===== src/rtl/arb_rsp_pkg.sv =====
// Shared helpers for the arbiter response router.
package arb_rsp_pkg;

    function automatic int idx_width(input int n);
        return (n > 1) ? $clog2(n) : 1;
    endfunction

endpackage


===== src/rtl/arb_rsp_router_if.sv =====
// Request/response bus between arbiter, router and shared slave.
interface arb_rsp_router_if
    import arb_rsp_pkg::*;
#(
    parameter int NumIn          = 4,
    parameter int RspWidth       = 32,
    parameter int MaxOutstanding = 8
);
    localparam int IdxWidth   = idx_width(NumIn);
    localparam int OutstWidth = $clog2(MaxOutstanding + 1);

    logic                  flush_i;
    logic                  slv_req_i;
    logic [IdxWidth-1:0]   slv_idx_i;
    logic                  slv_gnt_o;
    logic                  mst_req_o;
    logic                  mst_gnt_i;
    logic                  rsp_valid_i;
    logic [RspWidth-1:0]   rsp_data_i;
    logic                  rsp_ready_o;
    logic [NumIn-1:0]      rsp_valid_o;
    logic [RspWidth-1:0]   rsp_data_o;
    logic [NumIn-1:0]      rsp_ready_i;
    logic [OutstWidth-1:0] outst_o;
    logic                  err_o;

    modport slave (
        input  flush_i, slv_req_i, slv_idx_i, mst_gnt_i,
               rsp_valid_i, rsp_data_i, rsp_ready_i,
        output slv_gnt_o, mst_req_o, rsp_ready_o, rsp_valid_o,
               rsp_data_o, outst_o, err_o
    );

    modport master (
        output flush_i, slv_req_i, slv_idx_i, mst_gnt_i,
               rsp_valid_i, rsp_data_i, rsp_ready_i,
        input  slv_gnt_o, mst_req_o, rsp_ready_o, rsp_valid_o,
               rsp_data_o, outst_o, err_o
    );

endinterface


===== src/rtl/arb_id_fifo.sv =====
// In-order FIFO of winning input indices; wrapping pointers support any depth.
module arb_id_fifo #(
    parameter int Depth = 8,
    parameter int Width = 2
) (
    input  logic                       clk_i,
    input  logic                       rst_i,
    input  logic                       flush_i,
    input  logic                       push_i,
    input  logic                       pop_i,
    input  logic [Width-1:0]           data_i,
    output logic [Width-1:0]           data_o,
    output logic                       full_o,
    output logic                       empty_o,
    output logic [$clog2(Depth+1)-1:0] usage_o
);
    localparam int PtrWidth = (Depth > 1) ? $clog2(Depth) : 1;
    localparam int CntWidth = $clog2(Depth + 1);
    localparam logic [PtrWidth-1:0] LastPtr = PtrWidth'(Depth - 1);

    logic [Width-1:0]    mem_q [Depth];
    logic [Width-1:0]    mem_d [Depth];
    logic [PtrWidth-1:0] wr_ptr_q, wr_ptr_d;
    logic [PtrWidth-1:0] rd_ptr_q, rd_ptr_d;
    logic [CntWidth-1:0] cnt_q, cnt_d;
    logic                push_ok, pop_ok;

    function automatic logic [PtrWidth-1:0] ptr_inc(input logic [PtrWidth-1:0] p);
        return (p == LastPtr) ? '0 : p + PtrWidth'(1);
    endfunction

    assign full_o  = (cnt_q == CntWidth'(Depth));
    assign empty_o = (cnt_q == '0);
    assign usage_o = cnt_q;
    assign data_o  = mem_q[rd_ptr_q];
    assign push_ok = push_i & ~full_o;
    assign pop_ok  = pop_i & ~empty_o;

    always_comb begin
        mem_d    = mem_q;
        wr_ptr_d = wr_ptr_q;
        rd_ptr_d = rd_ptr_q;
        cnt_d    = cnt_q;
        if (flush_i) begin
            wr_ptr_d = '0;
            rd_ptr_d = '0;
            cnt_d    = '0;
        end else begin
            if (push_ok) begin
                mem_d[wr_ptr_q] = data_i;
                wr_ptr_d        = ptr_inc(wr_ptr_q);
            end
            if (pop_ok) begin
                rd_ptr_d = ptr_inc(rd_ptr_q);
            end
            if (push_ok && !pop_ok) begin
                cnt_d = cnt_q + CntWidth'(1);
            end else if (pop_ok && !push_ok) begin
                cnt_d = cnt_q - CntWidth'(1);
            end
        end
    end

    always_ff @(posedge clk_i or posedge rst_i) begin
        if (rst_i) begin
            for (int i = 0; i < Depth; i++) begin
                mem_q[i] <= '0;
            end
            wr_ptr_q <= '0;
            rd_ptr_q <= '0;
            cnt_q    <= '0;
        end else begin
            mem_q    <= mem_d;
            wr_ptr_q <= wr_ptr_d;
            rd_ptr_q <= rd_ptr_d;
            cnt_q    <= cnt_d;
        end
    end

    a_no_push_full: assert property (@(posedge clk_i) disable iff (rst_i) !(push_i && full_o));
    a_no_pop_empty: assert property (@(posedge clk_i) disable iff (rst_i) !(pop_i && empty_o));

endmodule


===== src/rtl/arb_rsp_router.sv =====
// Records arbitration winners in order and steers slave responses back to them.
module arb_rsp_router
    import arb_rsp_pkg::*;
#(
    parameter int NumIn          = 4,
    parameter int RspWidth       = 32,
    parameter int MaxOutstanding = 8
) (
    input  logic             clk_i,
    input  logic             rst_i,
    arb_rsp_router_if.slave  bus
);
    localparam int IdxWidth   = idx_width(NumIn);
    localparam int OutstWidth = $clog2(MaxOutstanding + 1);

    logic                  full, empty;
    logic                  push, pop;
    logic                  head_ready;
    logic [IdxWidth-1:0]   push_idx, head;
    logic [NumIn-1:0]      rsp_valid;
    logic [OutstWidth-1:0] usage;
    logic                  err_q, err_d;

    // No full bypass: a same-cycle pop never frees a slot for the request.
    assign bus.mst_req_o = bus.slv_req_i & ~full;
    assign push          = bus.slv_req_i & bus.mst_gnt_i & ~full;
    assign bus.slv_gnt_o = push;
    assign push_idx      = (NumIn == 1) ? '0 : bus.slv_idx_i;

    arb_id_fifo #(
        .Depth (MaxOutstanding),
        .Width (IdxWidth)
    ) u_id_fifo (
        .clk_i   (clk_i),
        .rst_i   (rst_i),
        .flush_i (bus.flush_i),
        .push_i  (push),
        .pop_i   (pop),
        .data_i  (push_idx),
        .data_o  (head),
        .full_o  (full),
        .empty_o (empty),
        .usage_o (usage)
    );

    always_comb begin
        rsp_valid  = '0;
        head_ready = 1'b0;
        for (int i = 0; i < NumIn; i++) begin
            if (head == IdxWidth'(i)) begin
                rsp_valid[i] = bus.rsp_valid_i & ~empty;
                head_ready   = bus.rsp_ready_i[i];
            end
        end
    end

    // Orphan responses are swallowed so the slave never stalls on them.
    assign pop             = bus.rsp_valid_i & ~empty & head_ready;
    assign bus.rsp_valid_o = rsp_valid;
    assign bus.rsp_ready_o = empty | head_ready;
    assign bus.rsp_data_o  = bus.rsp_data_i;
    assign bus.outst_o     = usage;
    assign err_d           = ~bus.flush_i & bus.rsp_valid_i & empty;
    assign bus.err_o       = err_q;

    always_ff @(posedge clk_i or posedge rst_i) begin
        if (rst_i) begin
            err_q <= 1'b0;
        end else begin
            err_q <= err_d;
        end
    end

    a_rsp_onehot: assert property (@(posedge clk_i) disable iff (rst_i) $onehot0(bus.rsp_valid_o));

    if (NumIn > 1) begin : g_idx_chk
        a_idx_range: assert property (@(posedge clk_i) disable iff (rst_i)
            push |-> (int'(bus.slv_idx_i) < NumIn));
    end

endmodule


===== src/flat_wrapper.sv =====
// flat-port wrapper written by rule: the top's interface ports become plain ports
module arb_rsp_router_flat import arb_rsp_pkg::*;
#(
    parameter int NumIn          = 4,
    parameter int RspWidth       = 32,
    parameter int MaxOutstanding = 8
)
  (clk_i, rst_i, bus_flush_i, bus_slv_req_i, bus_slv_idx_i, bus_mst_gnt_i, bus_rsp_valid_i, bus_rsp_data_i, bus_rsp_ready_i, bus_slv_gnt_o, bus_mst_req_o, bus_rsp_ready_o, bus_rsp_valid_o, bus_rsp_data_o, bus_outst_o, bus_err_o);
  arb_rsp_router_if #(.NumIn(NumIn), .RspWidth(RspWidth), .MaxOutstanding(MaxOutstanding)) bus_i ();
  input  logic clk_i;
  input  logic rst_i;
  input wire logic [$bits(bus_i.flush_i)-1:0] bus_flush_i;
  input wire logic [$bits(bus_i.slv_req_i)-1:0] bus_slv_req_i;
  input wire logic [$bits(bus_i.slv_idx_i)-1:0] bus_slv_idx_i;
  input wire logic [$bits(bus_i.mst_gnt_i)-1:0] bus_mst_gnt_i;
  input wire logic [$bits(bus_i.rsp_valid_i)-1:0] bus_rsp_valid_i;
  input wire logic [$bits(bus_i.rsp_data_i)-1:0] bus_rsp_data_i;
  input wire logic [$bits(bus_i.rsp_ready_i)-1:0] bus_rsp_ready_i;
  output wire logic [$bits(bus_i.slv_gnt_o)-1:0] bus_slv_gnt_o;
  output wire logic [$bits(bus_i.mst_req_o)-1:0] bus_mst_req_o;
  output wire logic [$bits(bus_i.rsp_ready_o)-1:0] bus_rsp_ready_o;
  output wire logic [$bits(bus_i.rsp_valid_o)-1:0] bus_rsp_valid_o;
  output wire logic [$bits(bus_i.rsp_data_o)-1:0] bus_rsp_data_o;
  output wire logic [$bits(bus_i.outst_o)-1:0] bus_outst_o;
  output wire logic [$bits(bus_i.err_o)-1:0] bus_err_o;
  assign bus_i.flush_i = bus_flush_i;
  assign bus_i.slv_req_i = bus_slv_req_i;
  assign bus_i.slv_idx_i = bus_slv_idx_i;
  assign bus_i.mst_gnt_i = bus_mst_gnt_i;
  assign bus_i.rsp_valid_i = bus_rsp_valid_i;
  assign bus_i.rsp_data_i = bus_rsp_data_i;
  assign bus_i.rsp_ready_i = bus_rsp_ready_i;
  assign bus_slv_gnt_o = bus_i.slv_gnt_o;
  assign bus_mst_req_o = bus_i.mst_req_o;
  assign bus_rsp_ready_o = bus_i.rsp_ready_o;
  assign bus_rsp_valid_o = bus_i.rsp_valid_o;
  assign bus_rsp_data_o = bus_i.rsp_data_o;
  assign bus_outst_o = bus_i.outst_o;
  assign bus_err_o = bus_i.err_o;
  arb_rsp_router #(.NumIn(NumIn), .RspWidth(RspWidth), .MaxOutstanding(MaxOutstanding)) u_core (.clk_i(clk_i), .rst_i(rst_i), .bus(bus_i));
endmodule

===== config.mk =====
export PLATFORM = sky130hd
export DESIGN_NAME = arb_rsp_router_flat
export DESIGN_NICKNAME = d
export VERILOG_FILES = /design/src/rtl/arb_rsp_pkg.sv /design/src/rtl/arb_rsp_router_if.sv /design/src/rtl/arb_id_fifo.sv /design/src/rtl/arb_rsp_router.sv /design/src/flat_wrapper.sv
export SDC_FILE = /design/constraint.sdc
export NUM_CORES = 1
export LEC_CHECK = 0
export CAP_MARGIN = 10
export CORE_ASPECT_RATIO = 1.25
export CORE_MARGIN = 4
export CORE_UTILIZATION = 44
export DETAILED_ROUTE_END_ITERATION = 16
export PLACE_DENSITY = 0.91
export SYNTH_ARGS = -nofsm -noshare
export SYNTH_HDL_FRONTEND = slang
export SYNTH_HIERARCHICAL = 1
export SYNTH_SLANG_ARGS = --single-unit

===== constraint.sdc =====
create_clock -name clk_i -period 10.8 [get_ports clk_i]
set_input_delay 1.08 -clock clk_i [delete_from_list [all_inputs] [get_ports clk_i]]
set_output_delay 1.08 -clock clk_i [all_outputs]
set_load 0.02 [all_outputs]

==> results of run 1 <==
## worst max-delay path, delay by kind of cell (launching register included)
family | cells | cell delay [ps]
and+or+nand+nor | 1 | 220
DFF | 1 | 550
muxes | 3 | 1310
buffers and inverters | 1 | 530
## synthesized netlist by cell type (3+ instances only)
cell / count
mux4_2: 5
nor2_1: 7
a21oi_1: 8
nand3_1: 5
ha_1: 6
nor4b_1: 3
clkbuf_1: 4
buf_4: 34
dfrtp_1: 27
nand3b_1: 3
inv_1: 5
mux2_2: 18
nand2_1: 12
or3_1: 3
## routing by layer
layer | vias up | global-route usage, % | wire, µm
met3 | 6 | 3.497 | 232
li1 | 552 | - | -
met5 | - | 0 | 0
met2 | 37 | 22.47 | 1665
met4 | 0 | 8.333 | 57
met1 | 580 | 14.05 | 1217
## sequential cells by signal (all words and copies together), names as in the netlist
register and cells:
u_core/u_id_fifo/usage_o 4, u_core/u_id_fifo/rd_ptr_q 3, u_core/bus.err_o 1, u_core/u_id_fifo/mem_q 16, u_core/u_id_fifo/wr_ptr_q 3
## power by group through the flow
stage | logic (W) | registers (W) | clock network (W)
5_1_grt | 0.000191 | 0.000143 | 0.0000613
6_report | 0.000174 | 0.000140 | 0.0000542
3_5_place_dp | 0.000173 | 0.000142 | 0
4_1_cts | 0.000174 | 0.000140 | 0.0000568
2_1_floorplan | 0.000138 | 0.000140 | 0
3_3_place_gp | 0.000168 | 0.000141 | 0
## logic make-up (layout without fill, tap and decap cells)
family                   after synthesis  in the layout  synth area share, %
XOR/XNOR                               2              2               0.9461
AO/OA/AOI/OAI                         13             13                4.595
flip-flops                            27             27                36.49
buffers and inverters                 45             33                16.08
adder cells (fa/ha/maj)                7              7                5.135
AND/OR/NAND/NOR                       54             54                18.65
multiplexers                          25             25                18.11
## layout make-up
| class | instances | area share (%) |
|---|---|---|
| Clock buffer | 4 | 2.344 |
| Timing Repair Buffer | 23 | 11.98 |
| Tap cell | 56 | 3.646 |
| Sequential cell | 27 | 35.16 |
| Inverter | 6 | 1.172 |
| Multi-Input combinational cell | 101 | 45.70 |
## through the flow
stage	power [W]	setup slack, ps
2_1_floorplan	0.0002775	7369
3_3_place_gp	0.0003089	7015
3_5_place_dp	0.0003150	6985
4_1_cts	0.0003707	6804
5_1_grt	0.0003947	6727
6_report	0.0003675	6837
## worst paths after layout
path                                              startpoint                          end  slack [ps]  cells after the start
worst max-delay path            u_core/u_id_fifo/rd_ptr_q[0]              bus_rsp_ready_o        6840                      5
worst min-delay path               u_core/u_id_fifo/mem_q[5]    u_core/u_id_fifo/mem_q[5]         510                      1
worst max register to register  u_core/u_id_fifo/rd_ptr_q[0]  u_core/u_id_fifo/usage_o[3]        7140                     11
worst min register to register     u_core/u_id_fifo/mem_q[5]    u_core/u_id_fifo/mem_q[5]         510                      1
max in group asynchronous                              rst_i  u_core/u_id_fifo/usage_o[2]        8870                      2
min in group asynchronous                              rst_i             u_core/bus.err_o         980                      2
==> summary.md, run 1 <==
| Metric | Value |
|---|---|
| Post-synthesis cell type count | `40` |
| Synth Area per Inst | `10.70 µm²` |
| Clock group share of total power | `14.8%` |
| Max-cap violations | `0` |
| Chip height | `80.53 µm` |
| Slowest stage delay, CP | `550 ps` |
| Crit path required time | `9720 ps` |
| Post-synthesis register bit count | `27` |
| Nets | `213` |
| Seq pwr share | `38.0%` |
| Reg clk slew, reported paths | `80 ps` |
| CTS tree | `built` |
| Antenna violations before repair | `0` |
| CTS sink cnt | `27` |
| First-pass GRT wire length | `5333 µm` |
| Kind of critical path | `reg -> out` |
| Clk buf depth | `2` |
| Vias | `1175` |
| Core area | `4066 µm²` |
| Root buffer cell | `clkbuf_8` |
| Drt pass-1 iters | `4` |
| Largest net degree at the start of global routing | `27` |
| Seq/Total Area, Yosys | `36.49%` |
| Routability cong. | `0.7601` |
| # DRC | `0` |
| # IOs | `88` |
| Most common cell after layout, fill and taps aside | `dfrtp_1` |
| Die Width | `66.03 µm` |
| CP max stage cell | `dfrtp_1` |
| Final setup vio count | `0` |
| Synth Flop Type | `dfrtp_1` |
| Global Route Usage Sum | `13.11%` |
| Post-route design area | `1922 µm²` |
| Syn nets | `224` |
| Total negative slack | `0 ps` |
| Diodes inserted | `0` |
| Tmin final | `3963 ps` |
| Status | `completed` |
| Vias in the first global route | `1208` |
| Routed WL per cell | `14.62 µm` |
| FP Rows | `26` |
| Placed Area | `1877 µm²` |
| Cell taking the most area after synthesis | `dfrtp_1` |
| Peak supply drop | `0.05006 mV` |
| Peak Freq | `0.2523 GHz` |
| Post-CTS resize count | `0` |
| Crit-path most repeated cell | `mux4_2` |
| Commonest cells after routing, fill and taps aside | `dfrtp_1, clkdlybuf4s50_1, mux2_2` |
| Share of synthesized registers carrying an async set or reset | `100.0%` |
| Leak | `0.8292 nW` |
| Count of input and output buffers | `23` |
| Sw power | `0.0001348 W` |
| Final Max Tran Viols | `0` |
| Post-CTS Setup Repair Bufs | `0` |
| Clock Skew | `1.518 ps` |
| Gate power share | `47.2%` |
| Die footprint | `5317 µm²` |
| DR iter-0 viols | `34` |
| # hold bufs at CTS | `0` |
| Post-synth top area share | `36.49%` |
| Crit start category | `register` |
| Antenna Nets Post-Route | `0` |
| Top post-synthesis cells by area | `dfrtp_1, buf_4, mux2_2` |
| Unrepaired setup endpoints after global routing | `no` |
| PwrDens | `191.2 nW/µm²` |
| Hold Path Class | `reg -> reg` |
| H-tree depth | `1` |
| EDFF count, synth | `0` |
| Fin. Hold Viols | `0` |
| Initial core utilization | `45.54%` |
| Fin cells | `217` |
| Internal power | `0.0002328 W` |
| Crit path max fanout | `7` |
| Core Util, Final | `47.26%` |
| Max-slew headroom | `37.41%` |
| Worst hold margin | `510.9 ps` |
| Global route total overflow | `0` |
| Slew @ Worst Pin | `937.8 ps` |
| DP Cell Count | `213` |
| Final worst-path cycle share | `36.70%` |
| Post-Syn Instances | `173` |
| DP HPWL | `2421 µm` |
| WL final | `3172 µm` |
| Number of CTS-inserted buffers | `3` |
| Multi-input gate area | `878.3 µm²` |
| Layout fillers | `363` |
| CP endpoint kind | `output pin` |
| Clock Latency Late Sink | `260 ps` |
| Arr. time, crit path | `2880 ps` |
| Register area | `675.6 µm²` |
| Synth Cell Area | `1852 µm²` |
| Synth-to-layout area growth | `3.784%` |
| Vias per cell | `5.415` |
| Switching share of total power | `36.67%` |
| YS warnings | `6` |
| Layout cells sized above 1 | `21.74%` |
| Crit-path cells | `mux4_2, mux2_2, mux4_2, or2_1, clkdlybuf4s50_1` |
(Power assumes the default switching activity.)
==> run 2, diff against run 1 <==
--- a/config.mk
+++ b/config.mk
@@ -8,9 +8,9 @@
 export CAP_MARGIN = 10
 export CORE_ASPECT_RATIO = 1.25
 export CORE_MARGIN = 4
-export CORE_UTILIZATION = 44
+export CORE_UTILIZATION = 37
 export DETAILED_ROUTE_END_ITERATION = 16
-export PLACE_DENSITY = 0.91
+export PLACE_DENSITY = 0.83
 export SYNTH_ARGS = -nofsm -noshare
 export SYNTH_HDL_FRONTEND = slang
 export SYNTH_HIERARCHICAL = 1
==> constraint.sdc (replaced) <==
create_clock -name clk_i -period 3.5 [get_ports clk_i]
set_input_delay 0.35 -clock clk_i [delete_from_list [all_inputs] [get_ports clk_i]]
set_output_delay 0.35 -clock clk_i [all_outputs]
set_load 0.02 [all_outputs]
==> run 2 against run 1 <==
Against the previous run:
- cell count up 3.7%
- via count is 3.9% higher
- global-route usage decreased by 0.92 points
- die area grew 17%
- hold slack worse by 280 ps
- critical path type is now reg -> reg
- largest power group unchanged
==> summary.md, run 2 (same netlist as run 1, synthesis figures left out) <==
| Metric | Value |
|---|---|
| Final worst-path cycle share | `93.32%` |
| Vias per cell | `5.427 (was 5.415)` |
| CTS sink cnt | `27 (unchanged)` |
| H-tree depth | `1 (unchanged)` |
| R2R Setup Slk | `230 ps (was 7140 ps)` |
| Antenna Nets Post-Route | `0 (unchanged)` |
| Largest register FFs | `16 (unchanged)` |
| R2R Path End | `u_core/u_id_fifo/usage_o[1] (was u_core/u_id_fifo/usage_o[3])` |
| Max-slew headroom | `33.80% (was 37.41%)` |
| Worst hold margin | `227.7 ps (was 510.9 ps)` |
| PwrDens | `600.4 nW/µm² (was 191.2 nW/µm²)` |
| Commonest cells after routing, fill and taps aside | `dfrtp_1, clkdlybuf4s50_1, mux2_2 (unchanged)` |
| FF-to-FF path depth | `10 (was 11)` |
| DP HPWL | `2723 µm (was 2421 µm)` |
| Total negative slack | `0 ps (unchanged)` |
| Routability cong. | `0.8460 (was 0.7601)` |
| Drt pass-1 iters | `4 (unchanged)` |
| Clk buf depth | `2 (unchanged)` |
| Synth-to-layout area growth | `6.621% (was 3.784%)` |
| Reg2reg start | `u_core/u_id_fifo/rd_ptr_q[0] (unchanged)` |
| Die Width | `71.28 µm (was 66.03 µm)` |
| Crit start category | `register (unchanged)` |
| WL final | `3544 µm (was 3172 µm)` |
| Number of CTS-inserted buffers | `3 (unchanged)` |
| Most common cell after layout, fill and taps aside | `dfrtp_1 (unchanged)` |
| DR iter-0 viols | `29 (was 34)` |
| Kind of critical path | `reg -> reg (was reg -> out)` |
| # DRC | `0 (unchanged)` |
| Fin. Hold Viols | `0 (unchanged)` |
| Nets | `217 (was 213)` |
| CP endpoint kind | `register (was output pin)` |
| # hold bufs at CTS | `0 (unchanged)` |
| Leak | `0.8465 nW (was 0.8292 nW)` |
| # IOs | `88 (unchanged)` |
| Die footprint | `6208 µm² (was 5317 µm²)` |
| Slew @ Worst Pin | `991.9 ps (was 937.8 ps)` |
| CTS tree | `built (unchanged)` |
| Crit path max fanout | `6 (was 7)` |
| Global route total overflow | `0 (unchanged)` |
| Peak supply drop | `0.4288 mV (was 0.05006 mV)` |
| Count of input and output buffers | `23 (unchanged)` |
| Hold Path Class | `in -> async (was reg -> reg)` |
| Status | `completed (unchanged)` |
| Tmin final | `3266 ps` |
| Core area | `4800 µm² (was 4066 µm²)` |
| Arr. time, crit path | `3470 ps (was 2880 ps)` |
| Final setup vio count | `0 (unchanged)` |
| Chip height | `87.10 µm (was 80.53 µm)` |
| Unrepaired setup endpoints after global routing | `no (unchanged)` |
| Peak Freq | `0.3062 GHz` |
| Vias | `1221 (was 1175)` |
| Final Max Tran Viols | `0 (unchanged)` |
| Clock Skew | `5.011 ps (was 1.518 ps)` |
| Largest net degree at the start of global routing | `27 (unchanged)` |
| Routed WL per cell | `15.75 µm (was 14.62 µm)` |
| Reg clk slew, reported paths | `100 ps (was 80 ps)` |
| FP Rows | `28 (was 26)` |
| First-pass GRT wire length | `6009 µm (was 5333 µm)` |
| Antenna violations before repair | `0 (unchanged)` |
| Max-cap violations | `0 (unchanged)` |
| Setup WS pre-CTS | `138.3 ps (was 6985 ps)` |
| Worst setup margin | `233.7 ps (was 6837 ps)` |
| Initial core utilization | `38.58% (was 45.54%)` |
| Diodes inserted | `0 (unchanged)` |
| Clock Latency Late Sink | `280 ps (was 260 ps)` |
| Crit path required time | `3710 ps (was 9720 ps)` |
| Root buffer cell | `clkbuf_8 (unchanged)` |
| Vias in the first global route | `1297 (was 1208)` |
| Layout cells sized above 1 | `25.45% (was 21.74%)` |
| Largest Register | `u_core/u_id_fifo/mem_q (unchanged)` |
| Global Route Usage Sum | `12.19% (was 13.11%)` |
-- run 2: changes by cell type in the layout (fill, tap and decap cells not counted), sizes merged --
cell / before / now
buf: 0 / 4
clkbuf: 4 / 3
clkinvlp: 0 / 1
-- run 2: how the worst max path moves through the flow --
stage                                            start                          end  cells past startpoint
final                     u_core/u_id_fifo/rd_ptr_q[0]  u_core/u_id_fifo/usage_o[1]                     10
after global routing      u_core/u_id_fifo/rd_ptr_q[0]  u_core/u_id_fifo/usage_o[3]                     11
after CTS                 u_core/u_id_fifo/rd_ptr_q[0]  u_core/u_id_fifo/usage_o[3]                     11
after detailed placement  u_core/u_id_fifo/rd_ptr_q[0]  u_core/u_id_fifo/usage_o[3]                     11
after global placement    u_core/u_id_fifo/rd_ptr_q[0]  u_core/u_id_fifo/usage_o[3]                     11
after floorplan           u_core/u_id_fifo/rd_ptr_q[0]  u_core/u_id_fifo/usage_o[3]                     12
-- run 2: layout make-up --
type | instances | area (µm²)
clock inverters | 1 | 7.507
flip-flops and latches | 27 | 676.9
inverters | 6 | 22.52
fillers | 445 | 2825
repair buffers | 27 | 260.3
multi-input cells | 101 | 890.9
clock buffers | 3 | 41.29
well taps | 60 | 75.07
-- run 2: timing repair --
item | CTS | global route
endpoints found under the hold margin | 0 | 0
gates resized for setup | 0 | 2
setup endpoints to repair | 0 | 1
buffers inserted | 0 | 1
-- run 2: report_power, final --
part / switching [W] / total (W) / internal, W / leakage [nW]
Combinational: 0.000270 / 0.000562 / 0.000292 / 0.460
Clock: 0.000101 / 0.000182 / 0.0000810 / 0.0217
Sequential: 0.0000754 / 0.000441 / 0.000366 / 0.365
-- run 2: routing by layer --
metal	GRT usage (%)	routed length (µm)	vias to the layer above	part of all wire, %
li1	-	-	563	-
met1	13.21	1321	618	37
met2	21.32	1933	29	55
met3	2.887	143	11	4.0
met4	7.350	144	0	4.1
met5	0	0	-	0
-- run 2: worst max-delay path, cell delays in order, from the launching register on --
cell and delay, ps:
dfrtp_2 460, mux4_2 520, mux2_2 320, mux4_2 450, and3b_1 210, o21ai_0 100, nand3_1 200, inv_1 120
fa_1 400, or2_2 300, a21oi_1 120
-- run 2: stage by stage --
| stage | total power, W | std cells | cell area (µm²) | utilization [%] |
|---|---|---|---|---|
| 2_1_floorplan | 0.0008564 | 173 | 1852 | - |
| 6_report | 0.001186 | 225 | 1974 | 41.14 |
| 3_5_place_dp | 0.0009942 | 220 | 1904 | 39.68 |
| 4_1_cts | 0.001179 | 224 | 1953 | 40.69 |
| 5_1_grt | 0.001271 | 225 | 1974 | 41.14 |
| 3_3_place_gp | 0.0009743 | 220 | 1904 | 39.68 |
